<file path="config.mk">
export PLATFORM = sky130hd
export DESIGN_NAME = lock_input_arbiter
export DESIGN_NICKNAME = d
export VERILOG_FILES = /design/src/rtl/lock_input_arbiter.sv
export SDC_FILE = /design/constraint.sdc
export NUM_CORES = 1
export LEC_CHECK = 0
export BUFFER_PORTS_ARGS = -buffer_cell sky130_fd_sc_hd__clkbuf_2
export CAP_MARGIN = 30
export CELL_PAD_IN_SITES_DETAIL_PLACEMENT = 1
export CELL_PAD_IN_SITES_GLOBAL_PLACEMENT = 1
export CORE_ASPECT_RATIO = 0.7
export CORE_MARGIN = 1.5
export CORE_UTILIZATION = 52
export CTS_CLUSTER_DIAMETER = 50
export DETAILED_ROUTE_END_ITERATION = 8
export HOLD_SLACK_MARGIN = 0.12
export MAX_ROUTING_LAYER = met4
export PLACE_DENSITY = 0.82
export REMOVE_ABC_BUFFERS = 1
export SLEW_MARGIN = 30
export SYNTH_ARGS = -nofsm -noshare
export SYNTH_HDL_FRONTEND = slang
export SYNTH_SLANG_ARGS = --single-unit
</file>
<file path="constraint.sdc">
create_clock -name clk -period 6.95 [get_ports clk]
set_input_delay 1.0425 -clock clk [delete_from_list [all_inputs] [get_ports clk]]
set_output_delay 1.0425 -clock clk [all_outputs]
set_load 0.05 [all_outputs]
</file>
<file path="src/rtl/lock_input_arbiter.sv">
// Button front end for the digital lock: sync, debounce, edge-to-event, fixed-priority arbiter, valid/ready delivery.
// Optional failed-attempt lockout enabled by defining LOCK_ARB_LOCKOUT_EN.
module lock_input_arbiter #(
  parameter int DEB_CYCLES     = 20,
  parameter int CNT_W          = 20,
  parameter int MAX_FAILS      = 3,
  parameter int LOCKOUT_CYCLES = 50
) (
  input  logic       clk,
  input  logic       rst,
  input  logic       btn_ent,
  input  logic       btn_clr,
  input  logic       btn_chg,
  input  logic       ev_ready,
  input  logic       fail,
  input  logic       pass,
  output logic       ev_valid,
  output logic [1:0] ev_code,
  output logic       locked_out,
  output logic [2:0] fail_cnt
);

  // Bit order in every 3-bit button vector: [0]=ENT, [1]=CLR, [2]=CHG.
  localparam logic [2:0]       B_ALL    = 3'b111;
  localparam logic [2:0]       B_CLR    = 3'b010;
  localparam logic [CNT_W-1:0] DEB_LAST = CNT_W'(DEB_CYCLES - 1);

  typedef enum logic {IDLE, OFFER} state_t;

  logic [2:0]       raw;
  logic [2:0]       sync1;
  logic [2:0]       sync2;
  logic [2:0]       deb;
  logic [2:0]       pend;
  logic [2:0]       rise;
  logic [2:0]       grant;
  logic [2:0]       keep;
  logic [2:0]       eff;
  logic [CNT_W-1:0] deb_cnt [3];
  logic             locked;
  state_t           state;

  assign raw = {btn_chg, btn_clr, btn_ent};

  function automatic logic [1:0] code_of(input logic [2:0] g);
    logic [1:0] c;
    case (g)
      3'b001:  c = 2'b01;
      3'b010:  c = 2'b10;
      3'b100:  c = 2'b11;
      default: c = 2'b00;
    endcase
    return c;
  endfunction

  always_ff @(posedge clk or posedge rst) begin
    if (rst) begin
      sync1 <= 3'b000;
      sync2 <= 3'b000;
    end else begin
      sync1 <= raw;
      sync2 <= sync1;
    end
  end

  always_ff @(posedge clk or posedge rst) begin
    if (rst) begin
      deb <= 3'b000;
      for (int i = 0; i < 3; i++) deb_cnt[i] <= '0;
    end else begin
      for (int i = 0; i < 3; i++) begin
        if (sync2[i] != deb[i]) begin
          if (deb_cnt[i] == DEB_LAST) begin
            deb[i]     <= ~deb[i];
            deb_cnt[i] <= '0;
          end else begin
            deb_cnt[i] <= deb_cnt[i] + 1'b1;
          end
        end else begin
          deb_cnt[i] <= '0;
        end
      end
    end
  end

  // A rise is the cycle in which a low debounced level is about to flip high.
  always_comb begin
    rise = 3'b000;
    for (int i = 0; i < 3; i++) begin
      rise[i] = sync2[i] & ~deb[i] & (deb_cnt[i] == DEB_LAST);
    end
  end

  assign keep = locked ? B_CLR : B_ALL;
  assign eff  = pend & keep;

  always_comb begin
    grant = 3'b000;
    if (state == IDLE) begin
      if (eff[1])      grant = 3'b010;
      else if (eff[2]) grant = 3'b100;
      else if (eff[0]) grant = 3'b001;
      else             grant = 3'b000;
    end else begin
      grant = 3'b000;
    end
  end

  // Edges on an already-pending button are dropped; lockout masks ENT/CHG.
  always_ff @(posedge clk or posedge rst) begin
    if (rst) pend <= 3'b000;
    else     pend <= (pend & ~grant & keep) | (rise & keep & ~pend);
  end

  always_ff @(posedge clk or posedge rst) begin
    if (rst) begin
      state    <= IDLE;
      ev_valid <= 1'b0;
      ev_code  <= 2'b00;
    end else begin
      case (state)
        IDLE: begin
          if (|grant) begin
            state    <= OFFER;
            ev_valid <= 1'b1;
            ev_code  <= code_of(grant);
          end
        end
        OFFER: begin
          if (ev_ready) begin
            state    <= IDLE;
            ev_valid <= 1'b0;
            ev_code  <= 2'b00;
          end
        end
        default: begin
          state    <= IDLE;
          ev_valid <= 1'b0;
          ev_code  <= 2'b00;
        end
      endcase
    end
  end

`ifdef LOCK_ARB_LOCKOUT_EN
  localparam logic [CNT_W-1:0] LOCK_LAST = CNT_W'(LOCKOUT_CYCLES - 1);
  localparam logic [2:0]       FAIL_MAX  = 3'(MAX_FAILS);

  logic [CNT_W-1:0] lock_timer;

  // fail/pass are ignored while locked and in the cycle the lockout is being entered.
  always_ff @(posedge clk or posedge rst) begin
    if (rst) begin
      locked     <= 1'b0;
      fail_cnt   <= 3'd0;
      lock_timer <= '0;
    end else if (locked) begin
      if (lock_timer == LOCK_LAST) begin
        locked     <= 1'b0;
        fail_cnt   <= 3'd0;
        lock_timer <= '0;
      end else begin
        lock_timer <= lock_timer + 1'b1;
      end
    end else if (fail_cnt == FAIL_MAX) begin
      locked     <= 1'b1;
      lock_timer <= '0;
    end else if (pass) begin
      fail_cnt <= 3'd0;
    end else if (fail) begin
      fail_cnt <= fail_cnt + 3'd1;
    end
  end
`else
  logic unused_lockout;
  assign unused_lockout = ^{fail, pass, MAX_FAILS[0], LOCKOUT_CYCLES[0]};
  assign locked   = 1'b0;
  assign fail_cnt = 3'd0;
`endif

  assign locked_out = locked;

endmodule

</file>
==> reports/summary.md <==
The buffer and inverter count on the worst path works out to 0. Synthesis produced a netlist whose cell count is 374. The netlist area before placement was 0.00374 sq mm; the achievable clock frequency was 432 MHz. The initial core utilization came out at 0.546. In this run, synthesis produced a sequential element count of 76. The startpoint of the lowest-slack hold path is sync1[1]. In the routed design, unresolved DRC markers number 0.

TritonCTS built the clock tree. The clock net sink count was 76. For the maximum buffer depth of the clock tree, the log shows 2. The run gives 8.04 mm as the final wirelength.

The post-CTS resize count came out at 0. Dividing total power by cell area gives a power density of 232 mW/mm^2. STA classifies the critical path startpoint as a flop. The setup violation total in the final timing report was 0; the total track usage was 0.243. Setup total negative slack on the finished layout was measured at 0 ns. The number of hold buffers added after CTS was 0. Number of maximum-capacitance violations: 0.

For the largest voltage drop on the vdd net, the log shows 135 uV. The die outline width works out to 104 um. The H-tree depth was 3. The first detailed-routing pass took 4 iterations. Buffers added to address setup during post-CTS repair amount to 0. The post-synthesis average cell area is 10.0 sq um, and the half-perimeter wire length after detailed placement is 5.46 mm.

Timing analysis after detailed placement gives a worst setup slack of 4.60 ns. After clock tree synthesis, the clock-pin slew on the worst setup and hold paths is 0.08 ns. In this run the remaining antenna-violating nets after routing total 0.

The tools report the category of the worst setup path capture point as a flop. The kind of cell adding the most delay to the critical path was simple AND/OR/NAND/NOR gates. The flow ran to the end, and the final reports show no timing, DRC or antenna violations.

Entering global routing, the biggest net connects 77 pins. The logs give 2,784 for the number of global-route vias before repair and 0.747 for the final RePlAce weighted congestion. The standard-cell row count came out at 25. The path class of the tightest hold or removal check is reg -> reg. Pin placement for this block handled 15 I/O pins.

The tools report the required time at the endpoint of the critical path as 7.16 ns. The critical path goes through ha_1 -> or4b_1 -> nor4_1 -> a21o_1 -> nor2_1. The buffer cell driving the clock tree root is sky130_fd_sc_hd__clkbuf_8.

The routed length per placed instance came out at 16.6 um. The filler cells instantiated in the layout total 751. The worst path needs 2.31 ns of the cycle, external delays included.

Setup repair after global routing left no endpoint under its margin. The clock arrives with 0.0103 ns of skew. The first global-routing pass estimated 13.9 mm of wire. The growth of design area from synthesis to finish was 10.3%; the count of cell types in the netlist was 45.

The number of antenna cells inserted came out at 0. The mean number of vias per cell works out to 5.64. In the post-route analysis, the smallest setup slack over all paths is 4.64 ns. The startpoint identified for the worst register-to-register timing path is deb_cnt[40].

The final worst-path cycle share was 0.333; the number of buffer cells added on primary ports was 8. The worst setup path is of the reg -> reg kind. Sequential cell area fraction in the yosys report: 0.508. The fraction of layout cells with a size suffix above 1 was 0.0923; the number of antenna violations at the first check in global routing was 0. The clock reaches the later pin of the worst-skew pair after 0.36 ns. The height of the die came out at 74.0 um. The count of vias placed by the detailed router came out at 2,728. The detailed router's first-iteration violation count was 92; the number of hold violations in the final report was 0. The worst setup path startpoint is deb_cnt[40]. At the pin with the least slew margin, the transition time is 0.678 ns. The cell at the slowest stage of the critical path was sky130_fd_sc_hd__a21o_1.

For the worst setup path, the data arrival time is 2.52 ns. The logs give 0.548 for the worst max-slew margin expressed relative to the limit and 1.67 nW for the leakage component of the power. For this run, the slowest stage of the critical path takes 0.58 ns. The maximum fanout along the worst path is 18, and the core outline area is 0.00685 sq mm. The die covers 0.00773 sq mm. The logs give 0 for the final max-slew violation count and 403 for the post-layout net count.

Summed over all layers, the global routing overflow is 0. The logs give 9 for the number of buffers added by the clock tree synthesis step and 0 for the total number of yosys warnings.
stage by stage:
step                 util  cells  power, mW  hold slack, ns  area (sq um)
CTS                 0.602    484      0.969           0.358          4120
global route        0.603    484      0.991           0.369          4130
detailed placement  0.562    469      0.513           0.339          3850
floorplan               -    365      0.499           0.331          3680
global placement    0.562    469      0.511           0.333          3850
finish              0.603    484      0.959           0.356          4130
synth_stat cells, drive strengths merged:
cell | instances | area [sq um]
o21ai | 4 | 20.0
nor3 | 19 | 95.1
nand4 | 16 | 106
xnor2 | 42 | 368
dfrtp | 76 | 1900
mux2 | 1 | 11.3
mux2i | 4 | 40.0
nand2 | 11 | 41.3
inv | 20 | 75.1
xor2 | 4 | 35.0
buf | 9 | 63.8
a21o | 2 | 15.0
or4b | 1 | 10.0
or3b | 1 | 8.76
and3 | 5 | 31.3
nor4b | 4 | 35.0
nand3b | 2 | 15.0
nor2 | 67 | 251
o31ai | 1 | 7.51
nor3b | 1 | 7.51
ha | 9 | 113
o41ai | 2 | 17.5
a211oi | 2 | 15.0
a2111oi | 1 | 8.76
clkbuf | 3 | 11.3
a31oi | 3 | 18.8
conb | 1 | 3.75
or4 | 3 | 26.3
and2 | 1 | 6.26
or3 | 4 | 25.0
a21oi | 8 | 47.6
nand2b | 1 | 6.26
and4 | 4 | 35.0
nor2b | 1 | 6.26
o21bai | 1 | 7.51
nand3 | 18 | 113
nor4 | 22 | 144
sequential cells by signal, indices dropped and copies added (netlist names):
name,flops
deb,3
eff,3
sync1,3
deb_cnt,60
state,1
ev_code,2
sync2,3
ev_valid,1
routing by layer:
metal / GRT usage / share of wire / vias to the layer above / wire length (um)
li1: - / - / 1319 / -
met1: 0.320 / 0.49 / 1375 / 3920
met2: 0.373 / 0.47 / 25 / 3790
met3: 0.0578 / 0.030 / 9 / 238
met4: 0.0833 / 0.011 / 0 / 89
met5: - / 0 / - / 0
cells in the final DEF (no fill, tap or decap), types with 2 or more instances in the layout:
cell	n
sky130_fd_sc_hd__o21ai_0	4
sky130_fd_sc_hd__xor2_1	4
sky130_fd_sc_hd__nor2_1	67
sky130_fd_sc_hd__dfrtp_1	76
sky130_fd_sc_hd__a21o_1	2
sky130_fd_sc_hd__nand3_2	2
sky130_fd_sc_hd__or3_1	4
sky130_fd_sc_hd__or4_1	2
sky130_fd_sc_hd__nand3b_1	2
sky130_fd_sc_hd__mux2i_1	4
sky130_fd_sc_hd__conb_1	4
sky130_fd_sc_hd__a31oi_1	3
sky130_fd_sc_hd__and3_1	5
sky130_fd_sc_hd__nand2_1	11
sky130_fd_sc_hd__ha_1	9
sky130_fd_sc_hd__xnor2_1	42
sky130_fd_sc_hd__a21oi_2	2
sky130_fd_sc_hd__a211oi_1	2
sky130_fd_sc_hd__inv_1	19
sky130_fd_sc_hd__nor4b_1	4
sky130_fd_sc_hd__clkbuf_8	11
sky130_fd_sc_hd__clkbuf_2	8
sky130_fd_sc_hd__and4_1	4
sky130_fd_sc_hd__nand4_1	15
sky130_fd_sc_hd__o41ai_1	2
sky130_fd_sc_hd__nor3_1	19
sky130_fd_sc_hd__nor4_1	21
sky130_fd_sc_hd__bufinv_16	4
sky130_fd_sc_hd__nand3_1	15
sky130_fd_sc_hd__a21oi_1	6
cell type report:
cell class / count / area [sq um] / share of cell area
clock buffers: 11 / 151 / 0.0367
clock inverters: 4 / 120 / 0.0291
inverters: 20 / 75.1 / 0.0182
multi-input cells: 269 / 1700 / 0.413
flip-flops and latches: 76 / 1900 / 0.461
well taps: 94 / 118 / 0.0285
repair buffers: 10 / 58.8 / 0.0142
path summary, 6_finish.rpt:
kind | end | slack [ns] | depth (start not counted)
min | sync2[1] | 0.36 | 0
min in group asynchronous | deb_cnt[36] | 0.84 | 3
max reg2reg | deb_cnt[44] | 4.64 | 5
min reg2reg | sync2[1] | 0.36 | 0
max in group asynchronous | deb_cnt[23] | 5.65 | 3
max | deb_cnt[44] | 4.64 | 5
kinds of logic (layout without fill, tap and decap cells):
| group | after synthesis | in the layout | share of synthesized area |
|---|---|---|---|
| multiplexers | 5 | 5 | 0.0137 |
| flip-flops | 76 | 76 | 0.508 |
| adder cells (fa/ha/maj) | 9 | 9 | 0.0301 |
| AND/OR/NAND/NOR | 181 | 181 | 0.257 |
| XOR/XNOR | 46 | 46 | 0.108 |
| AO/OA/AOI/OAI | 24 | 24 | 0.0421 |
| other | 1 | 4 | 0.00100 |
| buffers and inverters | 32 | 45 | 0.0401 |
where the power goes:
part           switching (mW)  internal (mW)  leakage, nW
clock                   0.162          0.293        0.136
sequential            0.00953          0.450         1.04
combinational          0.0329         0.0112        0.492
No activity file was read; power rests on OpenSTA's default activity.
